[src/rtl/noc_flit_input_unit.sv]
// Router input unit: framing-checked flit FIFO with XY route decode per packet.
// Head-of-FIFO flits are presented to the switch with a route held for the whole packet.
module noc_flit_input_unit #(
    parameter int unsigned DATA_W  = 64,
    parameter int unsigned DEPTH   = 4,
    parameter int unsigned X_W     = 4,
    parameter int unsigned Y_W     = 4,
    parameter int unsigned DST_LSB = 32,
    parameter int unsigned MY_X    = 0,
    parameter int unsigned MY_Y    = 0
) (
    input  logic              noc_clk,
    input  logic              noc_rst_n,
    input  logic              in_valid,
    output logic              in_ready,
    input  logic [DATA_W-1:0] in_flit,
    input  logic              in_is_header,
    input  logic              in_is_tail,
    output logic              out_valid,
    input  logic              out_ready,
    output logic [DATA_W-1:0] out_flit,
    output logic              out_is_header,
    output logic              out_is_tail,
    output logic [2:0]        out_port,
    output logic              framing_err,
    output logic [15:0]       pkt_cnt
);

    localparam int unsigned AW = $clog2(DEPTH);
    localparam logic [AW:0] CNT_FULL = (AW + 1)'(DEPTH);
    localparam logic [X_W-1:0] MY_X_V = X_W'(MY_X);
    localparam logic [Y_W-1:0] MY_Y_V = Y_W'(MY_Y);

    localparam logic [2:0] PORT_LOCAL = 3'd0;
    localparam logic [2:0] PORT_EAST  = 3'd1;
    localparam logic [2:0] PORT_WEST  = 3'd2;
    localparam logic [2:0] PORT_NORTH = 3'd3;
    localparam logic [2:0] PORT_SOUTH = 3'd4;

    typedef enum logic {StIdle, StActive} rd_state_e;

    logic [DATA_W+1:0] r_mem [DEPTH];
    logic [AW-1:0]     r_wr_ptr;
    logic [AW-1:0]     r_rd_ptr;
    logic [AW:0]       r_count;
    logic              r_wr_in_pkt;
    logic              r_framing_err;
    logic [2:0]        r_out_port;
    logic [15:0]       r_pkt_cnt;
    rd_state_e         r_state;

    rd_state_e         w_state_d;
    logic              w_accept;
    logic              w_push;
    logic              w_drop;
    logic              w_pop;
    logic              w_nonempty;
    logic              w_wr_in_pkt_d;
    logic              w_load_route;
    logic [DATA_W+1:0] w_head;
    logic [X_W-1:0]    w_dx;
    logic [Y_W-1:0]    w_dy;
    logic [2:0]        w_route;

    assign in_ready   = (r_count != CNT_FULL);
    assign w_nonempty = (r_count != '0);
    assign w_accept   = in_valid & in_ready;
    // Only a header outside a packet or a non-header inside a packet is stored.
    assign w_push     = w_accept & ((!r_wr_in_pkt & in_is_header) | (r_wr_in_pkt & !in_is_header));
    assign w_drop     = w_accept & !w_push;

    always_comb begin
        w_wr_in_pkt_d = r_wr_in_pkt;
        if (w_push) begin
            if (in_is_header) begin
                w_wr_in_pkt_d = !in_is_tail;
            end else if (in_is_tail) begin
                w_wr_in_pkt_d = 1'b0;
            end
        end
    end

    assign w_head        = r_mem[r_rd_ptr];
    assign out_flit      = w_nonempty ? w_head[DATA_W-1:0] : '0;
    assign out_is_tail   = w_nonempty & w_head[DATA_W];
    assign out_is_header = w_nonempty & w_head[DATA_W+1];

    assign w_dy = w_head[DST_LSB +: Y_W];
    assign w_dx = w_head[DST_LSB + Y_W +: X_W];

    always_comb begin
        w_route = PORT_LOCAL;
        if (w_dx > MY_X_V) begin
            w_route = PORT_EAST;
        end else if (w_dx < MY_X_V) begin
            w_route = PORT_WEST;
        end else if (w_dy > MY_Y_V) begin
            w_route = PORT_NORTH;
        end else if (w_dy < MY_Y_V) begin
            w_route = PORT_SOUTH;
        end
    end

    always_comb begin
        w_state_d    = r_state;
        out_valid    = 1'b0;
        w_pop        = 1'b0;
        w_load_route = 1'b0;
        case (r_state)
            StIdle: begin
                if (w_nonempty && out_is_header) begin
                    w_load_route = 1'b1;
                    w_state_d    = StActive;
                end
            end
            StActive: begin
                out_valid = w_nonempty;
                w_pop     = w_nonempty & out_ready;
                if (w_pop && out_is_tail) begin
                    w_state_d = StIdle;
                end
            end
            default: w_state_d = StIdle;
        endcase
    end

    // Storage is not reset; empty entries are masked on the outputs.
    always_ff @(posedge noc_clk) begin
        if (w_push) begin
            r_mem[r_wr_ptr] <= {in_is_header, in_is_tail, in_flit};
        end
    end

    always_ff @(posedge noc_clk or negedge noc_rst_n) begin
        if (!noc_rst_n) begin
            r_wr_ptr      <= '0;
            r_rd_ptr      <= '0;
            r_count       <= '0;
            r_wr_in_pkt   <= 1'b0;
            r_framing_err <= 1'b0;
            r_out_port    <= PORT_LOCAL;
            r_pkt_cnt     <= '0;
            r_state       <= StIdle;
        end else begin
            r_wr_in_pkt   <= w_wr_in_pkt_d;
            r_framing_err <= w_drop;
            r_state       <= w_state_d;
            if (w_push) begin
                r_wr_ptr <= r_wr_ptr + AW'(1);
            end
            if (w_pop) begin
                r_rd_ptr <= r_rd_ptr + AW'(1);
            end
            case ({w_push, w_pop})
                2'b10:   r_count <= r_count + (AW + 1)'(1);
                2'b01:   r_count <= r_count - (AW + 1)'(1);
                default: r_count <= r_count;
            endcase
            if (w_load_route) begin
                r_out_port <= w_route;
            end
            if (w_pop && out_is_tail) begin
                r_pkt_cnt <= r_pkt_cnt + 16'd1;
            end
        end
    end

    assign out_port    = r_out_port;
    assign framing_err = r_framing_err;
    assign pkt_cnt     = r_pkt_cnt;

endmodule

[config.mk]
export PLATFORM = sky130hd
export DESIGN_NAME = noc_flit_input_unit
export DESIGN_NICKNAME = d
export VERILOG_FILES = /design/src/rtl/noc_flit_input_unit.sv
export SDC_FILE = /design/constraint.sdc
export NUM_CORES = 1
export LEC_CHECK = 0
export BUFFER_PORTS_ARGS = -buffer_cell sky130_fd_sc_hd__buf_2
export CAP_MARGIN = 20
export CELL_PAD_IN_SITES_DETAIL_PLACEMENT = 1
export CELL_PAD_IN_SITES_GLOBAL_PLACEMENT = 2
export CORE_MARGIN = 5
export CORE_UTILIZATION = 40
export CTS_BUF_LIST = sky130_fd_sc_hd__clkbuf_8 sky130_fd_sc_hd__clkbuf_16
export CTS_CLUSTER_DIAMETER = 120
export DETAILED_ROUTE_END_ITERATION = 10
export PLACE_DENSITY_LB_ADDON = 0.12
export SLEW_MARGIN = 20
export SYNTH_ARGS = -nofsm -noshare
export SYNTH_HDL_FRONTEND = slang
export SYNTH_SLANG_ARGS = --single-unit
[constraint.sdc]
create_clock -name noc_clk -period 4.35 [get_ports noc_clk]
set_clock_uncertainty 0.1 [all_clocks]
set_input_delay 0 -clock noc_clk [delete_from_list [all_inputs] [get_ports noc_clk]]
set_output_delay 0 -clock noc_clk [all_outputs]
set_load 0.02 [all_outputs]
## Yosys cells after proc, flatten, opt, wreduce, memory -nomap -nowiden

Memories as Yosys holds them, arrays and structs flattened.
Index checks and enable logic that the tools add are counted.
Widths: inputs -> output; s select.

| cells by class | value |
|---|---|
| shift operators | 0 |
| magnitude comparators | 4 |
| mux-type cells | 16 |
| bitwise operators | 10 |
| $mul | 0 |
| divide/modulo/power cells | 0 |
| add/sub/neg operators | 5 |
| equality and inequality tests | 3 |
| reductions and logical operators | 11 |

Operators by type and width:

| cell | number |
|---|---|
| $mux 64 | 1 |
| $add 16x1->16 const B | 1 |
| $mux 3 | 4 |
| $mux 1 | 9 |
| $and 1x1->1 | 8 |
| $gt 4x1->1 const B | 2 |
| $lt 4x1->1 const B | 2 |
| $pmux 3 s2 | 1 |
| $add 2x1->2 const B | 2 |
| $logic_not 1->1 | 4 |
| $reduce_bool 2->1 | 2 |
| $add 3x1->3 const B | 1 |
| $logic_and 1x1->1 | 3 |
| $ne 3x3->1 const B | 1 |
| $reduce_bool 3->1 | 1 |
| $sub 3x1->3 const B | 1 |
| $eq 2x1->1 const B | 1 |
| $eq 2x2->1 const B | 1 |
| $pmux 1 s2 | 1 |
| $reduce_and 2->1 | 1 |
| $not 1->1 | 1 |
| $or 1x1->1 | 1 |

| word-level totals | value |
|---|---|
| memories kept | 1 |
| latch bits | 0 |
| bits in writable memories | 264 |
| memory bits (read-only) | 0 |
| output and inout bits | 88 |
| flip-flop bits (word level) | 29 |
| input port bits | 70 |
| logic and storage cells | 58 |

Memories:

| name | words | bits a word | read ports | clocked after Yosys merged registers in | wr ports | line | source |
|---|---|---|---|---|---|---|---|
| r_mem | 4 | 66 | 1 | 0 | 1 | 42 | `logic [DATA_W+1:0] r_mem [DEPTH];` |

## Longest topological paths before layout

Gate-level depths: netlist of run 1.

| depth | value |
|---|---|
| depth after elaboration | 6 |
| depth in mapped cells | 10 |
| depth with buffers taken out | 9 |

## Least setup slack after synthesis of run 1

Ideal clock, no wire load.

| path | value |
|---|---|
| kind | register -> register |
| start | register r_count[2] |
| end | memory r_mem[0][0] (netlist name), enable pin |
| clock period less this slack | 3.181 ns |
| cell stages (with the launch flop) | 5 |
| arrival | 2.650 ns |
| data required time | 3.819 ns |
| path buffers | 1 |
| path slack | 1.169 ns |
| cell sequence | dfrtp_1 -> or3b_2 -> and3_1 -> clkbuf_1 -> and2_1 |

| on the way | value |
|---|---|
| cells in the longest elaborated chain, start to end | 5 |

Ends and longest elaborated chain:

| item | line | source |
|---|---|---|
| start, declared | 45 | `logic [AW:0] r_count;` |
| start signal, assigned | 155 | `2'b10: r_count <= r_count + (AW + 1)'(1);` |
| start signal, assigned | 156 | `2'b01: r_count <= r_count - (AW + 1)'(1);` |
| start signal, assigned | 157 | `default: r_count <= r_count;` |
| $ne 3x3->1 | 65 | `assign in_ready = (r_count != CNT_FULL);` |
| net in_ready | 15 | `output logic in_ready,` |
| $and 1x1->1 | 67 | `assign w_accept = in_valid & in_ready;` |
| $and 1x1->1 | 69 | `assign w_push = w_accept & ((!r_wr_in_pkt & in_is_header) \| (r_wr_in_pkt & !in_is_header));` |
| $mux 1 | 129 | `if (w_push) begin` |
| $mux 1 (not written as such) | 130 | `r_mem[r_wr_ptr] <= {in_is_header, in_is_tail, in_flit};` |
| end, declared | 42 |  |

The timed path passes the listed nets, and every way through them passes these cells.

## Worst setup path in the final report of run 1

| path | value |
|---|---|
| start | register r_rd_ptr[0] |
| end | output out_flit[11] |

| on the way | value |
|---|---|
| cells in the longest elaborated chain, start to end | 2 |

Ends and longest elaborated chain:

| item | line | source |
|---|---|---|
| start, declared | 44 | `logic [AW-1:0] r_rd_ptr;` |
| start signal, assigned | 152 | `r_rd_ptr <= r_rd_ptr + AW'(1);` |
| $mem_v2 4x66 | - |  |
| $mux 64 | 84 | `assign out_flit = w_nonempty ? w_head[DATA_W-1:0] : '0;` |
| end, declared | 21 | `output logic [DATA_W-1:0] out_flit,` |

Every way passes these cells.

==> flow_summary.ini, run 1 <==
[clocking]
cts_resized = 0
postCtsSetupBuffers = 0
tritoncts = done
clock_sinks = 292
htreeDepth = 1
cts_made_buffers = 31
root_buffer = clkbuf_16
clk-insertion-delay-late_ns = 0.54
cts_buffer_depth = 3
clkTransAtPathRegs_ns = 0.06

[place]
place.gp.congestion = 0.710
dpl.hpwl_um = 14300
portBuffers = 156
placed_area_sq_um = 12500

[timing]
holdWs_ns = 0.109
period_share_pct = 75.0
fin_setup_tns_ns = 0
worst_pin_slew_ns = 1.04
relSlewSlack_pct = 30.6
max_freq_ghz = 0.306
hold_viol_final = 0
rsz0062_at_grt = no
drv_slew = 0
finalSetupViolCount = 0
finalCriticalPeriod_ns = 3.26

[critical_path]
required_ns = 4.25
reg2reg_depth = 4
slowest_stage = dfrtp_4
crit_fanout = 40
arrival_ns = 3.16
rr_endpoint = out_port[0]
criticalPathCategory = reg2out
path_buf_inv = 2
crit_path_end_kind = output pin
path_delay_family = flip-flops
rr_startpoint = r_rd_ptr[0]
max_stage_delay_ns = 0.98
cp-start-kind = register
reg2reg_slack_ns = 1.74
crit_chain = buf_4 -> mux4_2 -> nor2b_1 -> buf_2

[drt]
vias = 5728
wl_per_cell_um = 20.4
ant_nets = 0
drtPass1Iterations = 6
drc = 0
vias_per_cell = 4.85
wl_um = 24100
drt_iter0_drc = 295

[power]
seqPwrFrac_pct = 41.4
switching_share_pct = 33.0
clock_power_share_pct = 25.8
p_int_mw = 6.17
combinationalPowerShare_pct = 32.8
vdd_drop_max_mv = 0.301
p_sw_mw = 3.04
powerDensity_nw_per_um2 = 647
power.leakage_nw = 5.11

[die]
die-height_um = 178
dieArea_sq_um = 31800
core_area_sq_um = 27900
die_x_um = 178
rows = 61
start_util_pct = 40.6
ios = 158

[synth]
syn_avg_cell_area_sq_um = 21.0
synth_seq_cells = 292
synth_seq_area_share_pct = 76.2
netlist_area_sq_um = 11300
ys_types = 35
yosysWarnings = 0
synthCells = 539
syn_nets = 616

[layout]
final_cell_mix = 264 x edfxtp_1, 156 x buf_2, 71 x dlygate4sd3_1, 68 x nor2b_1, 66 x mux4_2
drive_gt1_share_pct = 35.5
final_cell_area_sq_um = 14200
utilization_pct = 51.0
layout_commonest_cell = edfxtp_1
areaGrowthSynthToFinish_pct = 25.6
nNetsFinal = 858

[grt]
grt_max_degree = 68
grt_pass1_wl_um = 37700
grt_pass1_vias = 6512
antenna_found_initial = 1
grt.overflow.total = 0
grt.total_usage_pct = 15.4

[worst_hold_path]
min_from = in_flit[51]
holdCritPathClass = in2reg
hold_end = r_mem[2][51]
holdPathStages = 2

[run]
drv_cap = 0

[run_status]
outcome = finished, final reports clean
## worst reg2reg max path: stages (launching register included)
cell	delay [ns]
dfrtp_4	0.98
mux4_2	0.68
nor4_2	0.38
nand2_1	0.09
mux2_2	0.26
## metal layers
metal  global-route usage, %  part of all wire [%]  vias to the layer above
li1                        -                     -                     2620
met1                    20.9                    43                     2938
met2                    25.7                    49                      140
met3                    3.86                   6.3                       30
met4                    2.97                   1.7                        0
met5                       0                     0                        -
## logic make-up (layout without fill, tap and decap cells)
group / Yosys count / after routing / synth area share, %
flip-flops: 292 / 292 / 76.2
other: 1 / 2 / 0.0331
buffers and inverters: 33 / 296 / 1.46
adder cells (fa/ha/maj): 7 / 7 / 0.840
multiplexers: 70 / 70 / 13.5
AO/OA/AOI/OAI: 5 / 5 / 0.343
AND/OR/NAND/NOR: 109 / 109 / 5.91
XOR/XNOR: 22 / 22 / 1.70
## final cells by class
type / count / area [sq um]
clock inverters: 18 / 73.8
fillers: 2557 / 13600
flip-flops and latches: 292 / 8640
multi-input cells: 214 / 2540
clock buffers: 36 / 856
diodes: 1 / 2.50
well taps: 378 / 473
repair buffers: 234 / 1600
inverters: 8 / 30.0
## flip-flops by register name, indices dropped and copies added, names as in the netlist
| register | cells |
|---|---|
| framing_err | 1 |
| out_port | 2 |
| pkt_cnt | 16 |
| r_count | 3 |
| r_mem | 264 |
| r_rd_ptr | 2 |
| r_state | 1 |
| r_wr_in_pkt | 1 |
| r_wr_ptr | 2 |
## metrics by stage
stage	cells	setup slack [ns]	total power [mW]
3_5_place_dp	1052	1.52	6.91
6_report	1181	1.09	9.20
5_1_grt	1180	0.796	9.72
3_3_place_gp	1051	1.51	6.85
2_1_floorplan	539	1.17	5.88
4_1_cts	1178	0.927	9.36
## Yosys cell counts
cell | instances | area [sq um]
nand2_2 | 1 | 6.26
nand3_2 | 1 | 10.0
and2_1 | 4 | 25.0
conb_1 | 1 | 3.75
nand3_1 | 5 | 25.0
mux2_2 | 3 | 33.8
nor4_2 | 2 | 25.0
nor2_1 | 2 | 7.51
clkbuf_1 | 10 | 37.5
o21bai_1 | 1 | 7.51
mux4_2 | 66 | 1490
nand2b_1 | 1 | 6.26
a22o_1 | 1 | 8.76
nand2_1 | 8 | 30.0
nor4_1 | 3 | 18.8
nand4_1 | 4 | 25.0
buf_6 | 2 | 22.5
o21ai_0 | 1 | 5.00
o311a_1 | 1 | 10.0
inv_1 | 8 | 30.0
mux2i_1 | 1 | 10.0
buf_4 | 4 | 30.0
and3_1 | 3 | 18.8
xor2_1 | 8 | 70.1
o21a_1 | 1 | 7.51
fa_1 | 1 | 20.0
nor2b_1 | 68 | 425
nor3_1 | 4 | 20.0
buf_2 | 9 | 45.0
or3b_2 | 1 | 8.76
ha_1 | 6 | 75.1
xnor2_1 | 14 | 123
and4_1 | 2 | 17.5
dfrtp_1 | 28 | 701
edfxtp_1 | 264 | 7930
## how the worst max path moves through the flow
| stage | to | cells after the start | from | slack, ns |
|---|---|---|---|---|
| 4_1_cts | out_flit[11] | 4 | r_rd_ptr[0] | 0.93 |
| 2_1_floorplan | r_mem[0][0] | 4 | r_count[2] | 1.17 |
| 5_1_grt | out_flit[11] | 4 | r_rd_ptr[0] | 0.80 |
| 3_5_place_dp | out_flit[11] | 4 | r_rd_ptr[0] | 1.52 |
| 3_3_place_gp | out_flit[15] | 4 | r_rd_ptr[0] | 1.51 |
| 6_report | out_flit[11] | 4 | r_rd_ptr[0] | 1.09 |
## power groups by stage
stage	Combinational (mW)	Clock [mW]	Sequential, mW
after detailed placement	3.02	0	3.89
after CTS	3.08	2.45	3.83
after global routing	3.28	2.58	3.86
after global placement	2.98	0	3.86
final	3.02	2.38	3.81
after floorplan	2.22	0	3.66
## what timing repair did
item	4_1_cts	5_1_grt
hold buffers	72	0
setup endpoints to repair	0	0
endpoints found under the hold margin	301	0
(Power assumes the default switching activity.)
==> inputs of run 2 (changes only) <==
==> constraint.sdc (replaced) <==
create_clock -name noc_clk -period 3.4 [get_ports noc_clk]
set_clock_uncertainty 0.1 [all_clocks]
set_input_delay 0 -clock noc_clk [delete_from_list [all_inputs] [get_ports noc_clk]]
set_output_delay 0 -clock noc_clk [all_outputs]
set_load 0.02 [all_outputs]
==> flow_summary.ini, run 2 (same netlist as run 1, synthesis figures left out) <==
[clocking]
cts_buffer_depth = 3
clkTransAtPathRegs_ns = 0.06
tritoncts = done
cts_resized = 0
postCtsSetupBuffers = 0
cts_made_buffers = 34
root_buffer = clkbuf_16
clock_sinks = 292
htreeDepth = 2
clk-insertion-delay-late_ns = 0.49

[timing]
fin_setup_tns_ns = 0
rsz0062_at_grt = no
max_freq_ghz = 0.363
hold_viol_final = 0
period_share_pct = 81.0
fin_ws_ns = 0.647
holdWs_ns = 0.156
worst_pin_slew_ns = 0.624
finalCriticalPeriod_ns = 2.75
finalSetupViolCount = 0
relSlewSlack_pct = 58.4
drv_slew = 0

[layout]
drive_gt1_share_pct = 36.4
final_cell_area_sq_um = 14400
layout_commonest_cell = edfxtp_1
final_cell_mix = 264 x edfxtp_1, 157 x buf_2, 70 x dlygate4sd3_1, 68 x nor2b_1, 66 x mux4_2
areaGrowthSynthToFinish_pct = 27.1
top_register = r_mem
instances_no_fill = 1191
n_antenna_cell = 0
utilization_pct = 51.7
largest_reg_flops = 264
nNetsFinal = 866

[die]
die-height_um = 178
rows = 61
dieArea_sq_um = 31800
ios = 158
core_area_sq_um = 27900
die_x_um = 178
start_util_pct = 40.6

[critical_path]
cp-start-kind = register
reg2reg_depth = 9
crit_path_end_kind = output pin
criticalPathCategory = reg2out
crit_end = out_flit[4]
crit_chain = buf_4 -> mux4_2 -> nor2b_1 -> buf_2
slowest_stage = dfrtp_4
required_ns = 3.30
max_stage_delay_ns = 0.84
arrival_ns = 2.65
crit_fanout = 37
rr_startpoint = r_count[0]
rr_endpoint = r_count[2]
reg2reg_slack_ns = 0.81
crit_path_start = r_rd_ptr[1]

[place]
pre_cts_slack_ns = 0.837
placed_cells = 1060
place.gp.congestion = 0.704
portBuffers = 156
placed_area_sq_um = 12600
dpl.hpwl_um = 15100

[power]
p_int_mw = 8.28
power.leakage_nw = 5.21
seqPwrFrac_pct = 39.1
p_sw_mw = 3.96
switching_share_pct = 32.4
powerDensity_nw_per_um2 = 850
vdd_drop_max_mv = 0.487
clock_power_share_pct = 28.1
combinationalPowerShare_pct = 32.8
power_mw = 12.2

[run_status]
outcome = finished, final reports clean

[worst_hold_path]
holdPathStages = 2
holdCritPathClass = in2reg

[grt]
grt_pass1_vias = 6686
grt.overflow.total = 0
grt_max_degree = 40
grt_pass1_wl_um = 38400
antenna_found_initial = 1
grt.total_usage_pct = 15.8

[drt]
vias_per_cell = 4.92
drt_iter0_drc = 335
ant_nets = 0
wl_um = 24500
vias = 5854
drc = 0
wl_per_cell_um = 20.6
drtPass1Iterations = 4

[run]
drv_cap = 0
[run 2: changes by cell type in the layout (fill, tap and decap cells not counted), sizes merged]
cell,previous run,this run
inv,17,21
bufinv,0,3
dlygate4sd3,71,70
buf,163,169
diode,1,0
clkinv,9,8
[run 2: metal layers]
metal / share of wire [%] / global-route usage [%]
met5: 0.053 / 0
met1: 42 / 20.8
met4: 1.5 / 3.65
met3: 4.7 / 2.97
met2: 51 / 27.5
[run 2: timing repair]
action,4_1_cts,5_1_grt
hold buffers,71,0
endpoints found under the setup margin,0,0
endpoints found under the hold margin,298,0
[run 2: cell type report]
class,count,area [sq um]
fill,2565,13500
sequential,292,8640
inverter,8,30.0
clock buffer,36,890
timing repair buffer,239,1640
tap,378,473
multi-input combinational,214,2540
clock inverter,24,185
[run 2: worst min path at each step]
stage	start	end
2_1_floorplan	noc_rst_n	framing_err
3_3_place_gp	noc_rst_n	pkt_cnt[13]
3_5_place_dp	noc_rst_n	pkt_cnt[13]
4_1_cts	in_flit[11]	r_mem[2][11]
5_1_grt	in_flit[11]	r_mem[3][11]
6_report	in_flit[11]	r_mem[1][11]
[run 2: power by group through the flow]
stage	Clock [mW]	Sequential [mW]	Combinational, mW
6_report	3.44	4.78	4.02
5_1_grt	3.73	4.84	4.35
4_1_cts	3.56	4.80	4.13
3_5_place_dp	0	4.87	4.04
3_3_place_gp	0	4.83	4.01
2_1_floorplan	0	4.68	2.85
[run 2: worst max-delay path: cells and delay by family (launching register included)]
family | cells | cell delay [ns]
buffers and inverters | 2 | 0.76
DFF | 1 | 0.84
muxes | 1 | 0.28
and+or+nand+nor | 1 | 0.26
==> inputs of run 3 (changes only) <==
--- a/config.mk
+++ b/config.mk
@@ -10,7 +10,7 @@
 export CELL_PAD_IN_SITES_DETAIL_PLACEMENT = 1
 export CELL_PAD_IN_SITES_GLOBAL_PLACEMENT = 2
 export CORE_MARGIN = 5
-export CORE_UTILIZATION = 40
+export CORE_UTILIZATION = 39
 export CTS_BUF_LIST = sky130_fd_sc_hd__clkbuf_8 sky130_fd_sc_hd__clkbuf_16
 export CTS_CLUSTER_DIAMETER = 120
 export DETAILED_ROUTE_END_ITERATION = 10
==> constraint.sdc (replaced) <==
create_clock -name noc_clk -period 2.49 [get_ports noc_clk]
set_clock_uncertainty 0.1 [all_clocks]
set_input_delay 0 -clock noc_clk [delete_from_list [all_inputs] [get_ports noc_clk]]
set_output_delay 0 -clock noc_clk [all_outputs]
set_load 0.02 [all_outputs]
==> flow_summary.ini, run 3 (same netlist as run 1, synthesis figures left out) <==
[die]
ios = 158
die-height_um = 180
die_x_um = 180
rows = 62
start_util_pct = 39.5
dieArea_sq_um = 32500
core_area_sq_um = 28700

[clocking]
clock_sinks = 292
clk-insertion-delay-late_ns = 0.50
cts_made_buffers = 34
htreeDepth = 2
clkTransAtPathRegs_ns = 0.06
cts_buffer_depth = 3
root_buffer = clkbuf_16
tritoncts = done

[worst_hold_path]
min_from = in_flit[18]
holdCritPathClass = in2reg

[layout]
drive_gt1_share_pct = 37.2
areaGrowthSynthToFinish_pct = 27.8
top_register = r_mem
nNetsFinal = 869
final_cell_mix = 264 x edfxtp_1, 156 x buf_2, 71 x dlygate4sd3_1, 68 x nor2b_1, 66 x mux4_2
fillers = 2693
multi_input_area_sq_um = 2550
instances_no_fill = 1199
layout_commonest_cell = edfxtp_1
n_antenna_cell = 0
sequential_cell_area_sq_um = 8640
final_cell_area_sq_um = 14500
largest_reg_flops = 264

[power]
vdd_drop_max_mv = 0.735
power.leakage_nw = 5.20
combinationalPowerShare_pct = 34.1
seqPwrFrac_pct = 37.9
power_mw = 16.8
clock_power_share_pct = 28.0
switching_share_pct = 32.2
powerDensity_nw_per_um2 = 1160
p_int_mw = 11.4
p_sw_mw = 5.42

[timing]
max_freq_ghz = 0.424
holdWs_ns = 0.149
worst_pin_slew_ns = 1.05
rsz0062_at_grt = no
finalSetupViolCount = 0
fin_setup_tns_ns = 0
period_share_pct = 94.7
drv_slew = 0
finalCriticalPeriod_ns = 2.36
hold_viol_final = 0
relSlewSlack_pct = 29.7

[critical_path]
max_stage_delay_ns = 0.43
crit_path_start = r_count[1]
crit_fanout = 6
crit_path_end_kind = register
criticalPathCategory = reg2reg
slowest_stage = or3b_4
cp-start-kind = register
path_buf_inv = 2
arrival_ns = 2.67
path_delay_family = simple AND/OR/NAND/NOR gates
required_ns = 2.81
rr_startpoint = r_count[1]
crit_chain = or3b_4 -> and3_4 -> inv_1 -> ha_1 -> inv_1 -> fa_1 -> xor2_1 -> nor2_1 -> xor2_1

[drt]
wl_um = 24000
drc = 0
drtPass1Iterations = 4
vias_per_cell = 4.83
vias = 5791
drt_iter0_drc = 260
wl_per_cell_um = 20.0
ant_nets = 0

[grt]
grt_pass1_vias = 6664
grt.total_usage_pct = 14.9
top_usage_layer = met2
grt_pass1_wl_um = 38200
antenna_found_initial = 0
grt_use_met3_pct = 3.88
grt.overflow.total = 0
use_met1_pct = 18.5
grt_max_degree = 67
gr-usage-met2_pct = 26.0

[place]
dpl.hpwl_um = 13900
placed_cells = 1062
placed_area_sq_um = 12600
place.gp.congestion = 0.690
portBuffers = 156

[run]
drv_cap = 0

[run_status]
outcome = finished, final reports clean
## run 3: cell types whose count changed in the layout (fill, tap and decap cells not counted), sizes merged
cell / before / now
dlygate4sd3: 70 / 71
clkinvlp: 0 / 3
inv: 21 / 13
clkbuf: 36 / 35
buf: 169 / 171
clkinv: 8 / 13
## run 3: layout make-up
cell class / count / share of cell area (%)
clock inverters: 24 / 1.37
repair buffers: 242 / 11.7
inverters: 8 / 0.208
well taps: 384 / 3.32
flip-flops and latches: 292 / 59.7
multi-input cells: 214 / 17.6
clock buffers: 35 / 6.05
## run 3: path summary, 6_finish.rpt
path                            cells after the start      endpoint  slack, ns
max in group asynchronous                           4   r_rd_ptr[1]       1.66
min in group asynchronous                           4   pkt_cnt[13]       0.45
worst min-delay path                                2  r_mem[2][18]       0.15
worst min register to register                      1   pkt_cnt[15]       0.37
worst max register to register                      9    r_count[2]       0.13
worst max-delay path                                9    r_count[2]       0.13
## run 3: power by group through the flow
stage	sequential (mW)	clock, mW	combinational [mW]
CTS	6.43	4.87	5.78
global route	6.44	5.10	6.24
detailed placement	6.53	0	5.64
global placement	6.47	0	5.58
finish	6.38	4.70	5.74
floorplan	6.37	0	3.89
## run 3: metrics by stage
stage          utilization (%)  worst slack (ns)
6_report                  50.4             0.133
5_1_grt                   50.4            0.0258
4_1_cts                   50.1            0.0120
3_5_place_dp              43.8            0.0964
3_3_place_gp              43.8             0.148
2_1_floorplan                -            0.0368
## run 3: metal layers
metal	vias up	part of all wire [%]	routed length (um)
met5	-	0	0
met4	0	1.8	432
met3	31	6.5	1550
met2	158	51	12100
met1	2955	41	9850
li1	2647	-	-
## run 3: repair_timing
item / 4_1_cts / 5_1_grt
setup endpoints to repair: 26 / 33
setup buffers: 0 / 4
hold buffers: 72 / 0
hold endpoints to repair: 296 / 0
resized for setup: 3 / 4
